File: src/rtl/m16_accum.sv
// m16_accum
// Burst accumulator for the unsigned 32-bit products of the 16x16 approximate
// multiplier. Sums products over a valid/ready burst terminated by in_last,
// then holds the saturated sum, beat count and overflow flag on an output
// valid/ready handshake until the consumer takes them.
//
// Ports:
//   clk        sole clock, rising edge
//   rst_n      synchronous active-low reset
//   in_valid   in_prod / in_last valid
//   in_ready   a beat is accepted this cycle (registered-state decode)
//   in_prod    32-bit unsigned product
//   in_last    final beat of the burst
//   out_valid  result fields valid (registered-state decode)
//   out_ready  consumer takes the result this cycle
//   out_acc    saturated unsigned sum (running partial outside HOLD)
//   out_count  beats accepted, saturating
//   out_ovf    sticky: the sum saturated during this burst
module m16_accum #(
  parameter int ACC_W = 40,
  parameter int CNT_W = 8
) (
  input  logic             clk,
  input  logic             rst_n,
  input  logic             in_valid,
  output logic             in_ready,
  input  logic [31:0]      in_prod,
  input  logic             in_last,
  output logic             out_valid,
  input  logic             out_ready,
  output logic [ACC_W-1:0] out_acc,
  output logic [CNT_W-1:0] out_count,
  output logic             out_ovf
);

  localparam logic [1:0] S_IDLE  = 2'd0;
  localparam logic [1:0] S_ACCUM = 2'd1;
  localparam logic [1:0] S_HOLD  = 2'd2;

  logic [1:0]       state;
  logic [ACC_W-1:0] acc;
  logic [CNT_W-1:0] count;
  logic             ovf;
  logic [ACC_W:0]   sum_sat;

  // Returns {carry, saturated sum}: the add is done one bit wider so the
  // carry-out can be detected and the low bits clamped to all ones.
  function automatic logic [ACC_W:0] sat_add(input logic [ACC_W-1:0] a,
                                             input logic [31:0]      b);
    logic [ACC_W:0] s;
    s = {1'b0, a} + (ACC_W+1)'(b);
    if (s[ACC_W]) s = {1'b1, {ACC_W{1'b1}}};
    return s;
  endfunction

  // Beat counter sticks at all ones instead of wrapping.
  function automatic logic [CNT_W-1:0] sat_inc(input logic [CNT_W-1:0] c);
    if (&c) return c;
    return c + CNT_W'(1);
  endfunction

  always_comb begin
    sum_sat = sat_add(acc, in_prod);
  end

  assign in_ready  = (state != S_HOLD);
  assign out_valid = (state == S_HOLD);
  assign out_acc   = acc;
  assign out_count = count;
  assign out_ovf   = ovf;

  always_ff @(posedge clk) begin
    if (!rst_n) begin
      state <= S_IDLE;
      acc   <= '0;
      count <= '0;
      ovf   <= 1'b0;
    end else begin
      case (state)
        S_IDLE: begin
          if (in_valid) begin
            acc   <= ACC_W'(in_prod);
            count <= CNT_W'(1);
            ovf   <= 1'b0;
            state <= in_last ? S_HOLD : S_ACCUM;
          end
        end
        S_ACCUM: begin
          if (in_valid) begin
            acc   <= sum_sat[ACC_W-1:0];
            ovf   <= ovf | sum_sat[ACC_W];
            count <= sat_inc(count);
            if (in_last) state <= S_HOLD;
          end
        end
        S_HOLD: begin
          if (out_ready) begin
            acc   <= '0;
            count <= '0;
            ovf   <= 1'b0;
            state <= S_IDLE;
          end
        end
        default: state <= S_IDLE;
      endcase
    end
  end

endmodule

File: config.mk
export PLATFORM = sky130hd
export DESIGN_NAME = m16_accum
export DESIGN_NICKNAME = d
export VERILOG_FILES = /design/src/rtl/m16_accum.sv
export SDC_FILE = /design/constraint.sdc
export NUM_CORES = 1
export LEC_CHECK = 0
export ABC_AREA = 1
export CORE_ASPECT_RATIO = 0.7
export CORE_MARGIN = 5
export CORE_UTILIZATION = 59
export DETAILED_ROUTE_END_ITERATION = 16
export PLACE_DENSITY = 0.95
export SYNTH_ARGS = -nofsm -noshare
export SYNTH_HDL_FRONTEND = slang
export SYNTH_SLANG_ARGS = --single-unit
File: constraint.sdc
create_clock -name clk -period 6.5 [get_ports clk]
set_clock_uncertainty 0.05 [all_clocks]
set_input_delay 1.3 -clock clk [delete_from_list [all_inputs] [get_ports clk]]
set_output_delay 1.3 -clock clk [all_outputs]
set_load 0.005 [all_outputs]
==> metrics.md <==
| Metric | Value |
|---|---|
| Status | finished, final reports clean |
| Post-route ant nets | 0 |
| Final setup TNS | 0 ns |
| Syn avg cell area | 5.63 um^2 |
| Via count | 6212 |
| Startpoint Class | primary input |
| Die ar. | 10900 um^2 |
| Critical path, cell by cell | clkdlybuf4s50_1 > o22ai_1 > nor2_4 > buf_4 > inv_2 > nor2_2 > buf_4 > o21ai_0 > a21oi_1 |
| YS warnings | 0 |
| CTS tree | built |
| CTS Sinks | 51 |
| CP Max Fanout | 62 |
| Rel. slew slack | 0.210 |
| Hold Path Sink | out_count[3]$_SDFFE_PN0P_ |
| DR WL/cell | 14.9 um |
| Largest net degree at the start of global routing | 63 |
| Pwr Density | 224 nW/um^2 |
| Filler cells | 744 |
| Post-synth net total | 1009 |
| Layout area overhead | 21.2% |
| Least-Margin Pin Slew | 1.18 ns |
| Worst skew pair latency | 0.30 ns |
| Arr. time, crit path | 4.21 ns |
| Final hold violation count | 0 |
| Vias in the first global route | 5506 |
| CP dominant cell by count | buf_4 |
| Initial antenna violation count | 0 |
| Number of port buffers | 87 |
| Overall routed net length | 16.9 mm |
| Seq/Total Area, Yosys | 0.194 |
| Root Driver | clkbuf_16 |
| # setup viols final | 0 |
| GRT Total Usage | 0.309 |
| CP max stage delay | ~0.7 ns |
| Flops & latches, synth | 51 |
| Final Cycle Share | 0.619 |
| Routing usage on met3 | 0.0734 |
| Unique cell type count in the Yosys netlist | 37 |
| Most common cell after layout, fill and taps aside | nand2_1 |
| Antenna cells | 0 |
| Global-route wire length before repair | ~27 mm |
| Gate Count Post-Synth | 934 |
| Top Usage Layer GRT | met2 |
| VDD IR-drop max | 0.000126 V |
| CP max-delay cell | nor2_2 |
| Util after Layout | 0.743 |
| Post-CTS resize count | 0 |
| # Max-Cap Violations | 0 |
| Initial DRC count | between 700 and 800 |
| Slew Limit Fails | 0 |
| Core Box Area | 8580 um^2 |
| Nets | about 1100 |
| WP data required | 6.68 ns |
| R2R Path Start | state[0]$_SDFFE_PN0P_ |
| Initial core utilization | 0.613 |
| Post-detailed-placement half-perimeter wirelength | about 13 mm |
| DR pass1 iterations | 6 |
| Hold_sp | out_count[3]$_SDFFE_PN0P_ |
| RD Place Congestion | 0.984 |
| Critical path class | in -> reg |
| M2 GR Usage | 0.466 |
| Dpl cells | about 1100 |
| Die Y | 89.0 um |
| FP Rows | 28 |
| Crit end category | flip-flop |
| Post-Synthesis Cell Area | 5260 um^2 |
| RSZ-0062 raised after global routing | false |
| Min cycle time layout | about 4 ns |
| Post-CTS Setup Bufs | 0 |
| Reg clk slew, reported paths | 0.08 ns |
| HP Class | reg -> reg |
| Longest Clk Path Bufs | 2 |
| Worst-case reg-to-reg path depth | 11 |
| Cts bufs inserted | 5 |
| Max H-tree Level | 2 |
| Die Wd | 123 um |
| Met1 usage | 0.449 |
| Setup slack, reg-to-reg | between 3 and 4 ns |
| Fmax | between 200 and 250 MHz |
| RR Endpoint | out_acc[17]$_SDFFE_PN0P_ |
| Most frequent cells in the layout | nand2_1 (337), inv_1 (133), clkdlybuf4s50_1 (87) |
| Overflow after GRT | 0 |
| Hold buffer count at CTS | 0 |
| LEAKAGE | between 0.003 and 0.004 uW |
| Hold Path Depth | 1 |
| I/O pins | about 90 |
| Vias per inst | 5.49 |
| Share of cells above drive strength 1 | 0.0415 |
| Fin cells | 1131 |
| DRC violations left | 0 |
## worst max-delay path by stage
stage,start,to,slack (ns)
2_1_floorplan,in_prod[0],out_acc[36]$_SDFFE_PN0P_,3.41
3_3_place_gp,out_ready,out_acc[17]$_SDFFE_PN0P_,2.43
3_5_place_dp,out_ready,out_acc[8]$_SDFFE_PN0P_,2.29
4_1_cts,out_ready,out_acc[17]$_SDFFE_PN0P_,2.59
5_1_grt,out_ready,out_acc[19]$_SDFFE_PN0P_,2.28
6_report,out_ready,out_acc[17]$_SDFFE_PN0P_,2.48
## power by group
group | internal [uW] | switching [uW]
clock | 184 | 138
combinational | 274 | 447
sequential | 350 | 33.7
## synth_stat cells
cell type	count	area, um^2
nand4_1	6	37.5
o21bai_1	3	22.5
dfxtp_1	51	1020
buf_4	3	22.5
nor2_2	3	18.8
xor2_1	23	201
o21bai_4	1	18.8
xnor2_1	1	8.76
or3_1	1	6.26
nand2_1	337	1260
or2_2	2	12.5
nand2_2	8	50.1
ha_1	37	463
fa_1	1	20.0
nand3_2	4	40.0
o21a_1	1	7.51
nor3b_1	1	7.51
a221oi_1	1	8.76
nand2_4	2	22.5
nor3_1	7	35.0
nand3_1	59	295
a21oi_2	3	26.3
nor3_2	2	20.0
o22ai_1	1	6.26
nor4_1	1	6.26
nor2_4	2	22.5
a21oi_1	71	355
clkbuf_1	14	52.6
nand3b_1	1	7.51
o21ai_0	62	310
and2_1	2	12.5
inv_1	133	499
nor2_1	77	289
buf_2	3	15.0
inv_2	4	15.0
o21ai_1	5	25.0
buf_6	1	11.3
## layer usage
| layer | vias to the layer above | wire (um) |
|---|---|---|
| li1 | 3093 | - |
| met1 | 2756 | 7790 |
| met2 | 334 | 6790 |
| met3 | 27 | 2010 |
| met4 | 2 | 202 |
| met5 | - | 57 |
## critical path: cells and delay by family
| family | cells | cell delay, ns |
|---|---|---|
| buffers and inverters | 4 | 1.60 |
| AO/OA/AOI/OAI | 3 | 0.44 |
| AND/OR/NAND/NOR | 2 | 0.81 |
## state kept, by name, summed over array words and instances, names as in the netlist
signal and cells:
out_acc 40, out_count 8, out_ovf 1, state 2
## kinds of logic (layout without fill, tap and decap cells)
kind of cell | after synthesis | after routing | share of synthesized area
AOI/OAI and AO/OA | 148 | 148 | 0.148
xor gates and xnor gates | 24 | 24 | 0.0400
DFF | 51 | 51 | 0.194
and+or+nand+nor | 515 | 515 | 0.409
adders and majority gates | 38 | 38 | 0.0918
buffers and inverters | 158 | 235 | 0.117
## final cells by class
cell class | count | area, um^2 | share of cell area
multi-input cells | 725 | 3620 | 0.568
flip-flops and latches | 51 | 1020 | 0.160
repair buffers | 90 | 893 | 0.140
inverters | 137 | 514 | 0.0807
well taps | 120 | 150 | 0.0236
clock buffers | 5 | 125 | 0.0196
clock inverters | 3 | 47.5 | 0.00746
## stage by stage
stage	area, um^2	setup slack (ns)	power (uW)	hold WS [ns]
global placement	6200	2.43	1070	0.423
floorplan	5260	3.41	847	0.416
detailed placement	6200	2.29	1090	0.427
CTS	6370	2.59	1410	0.446
finish	6370	2.48	1430	0.449
global route	6370	2.28	1520	0.492
No activity file was read; power rests on OpenSTA's default activity.
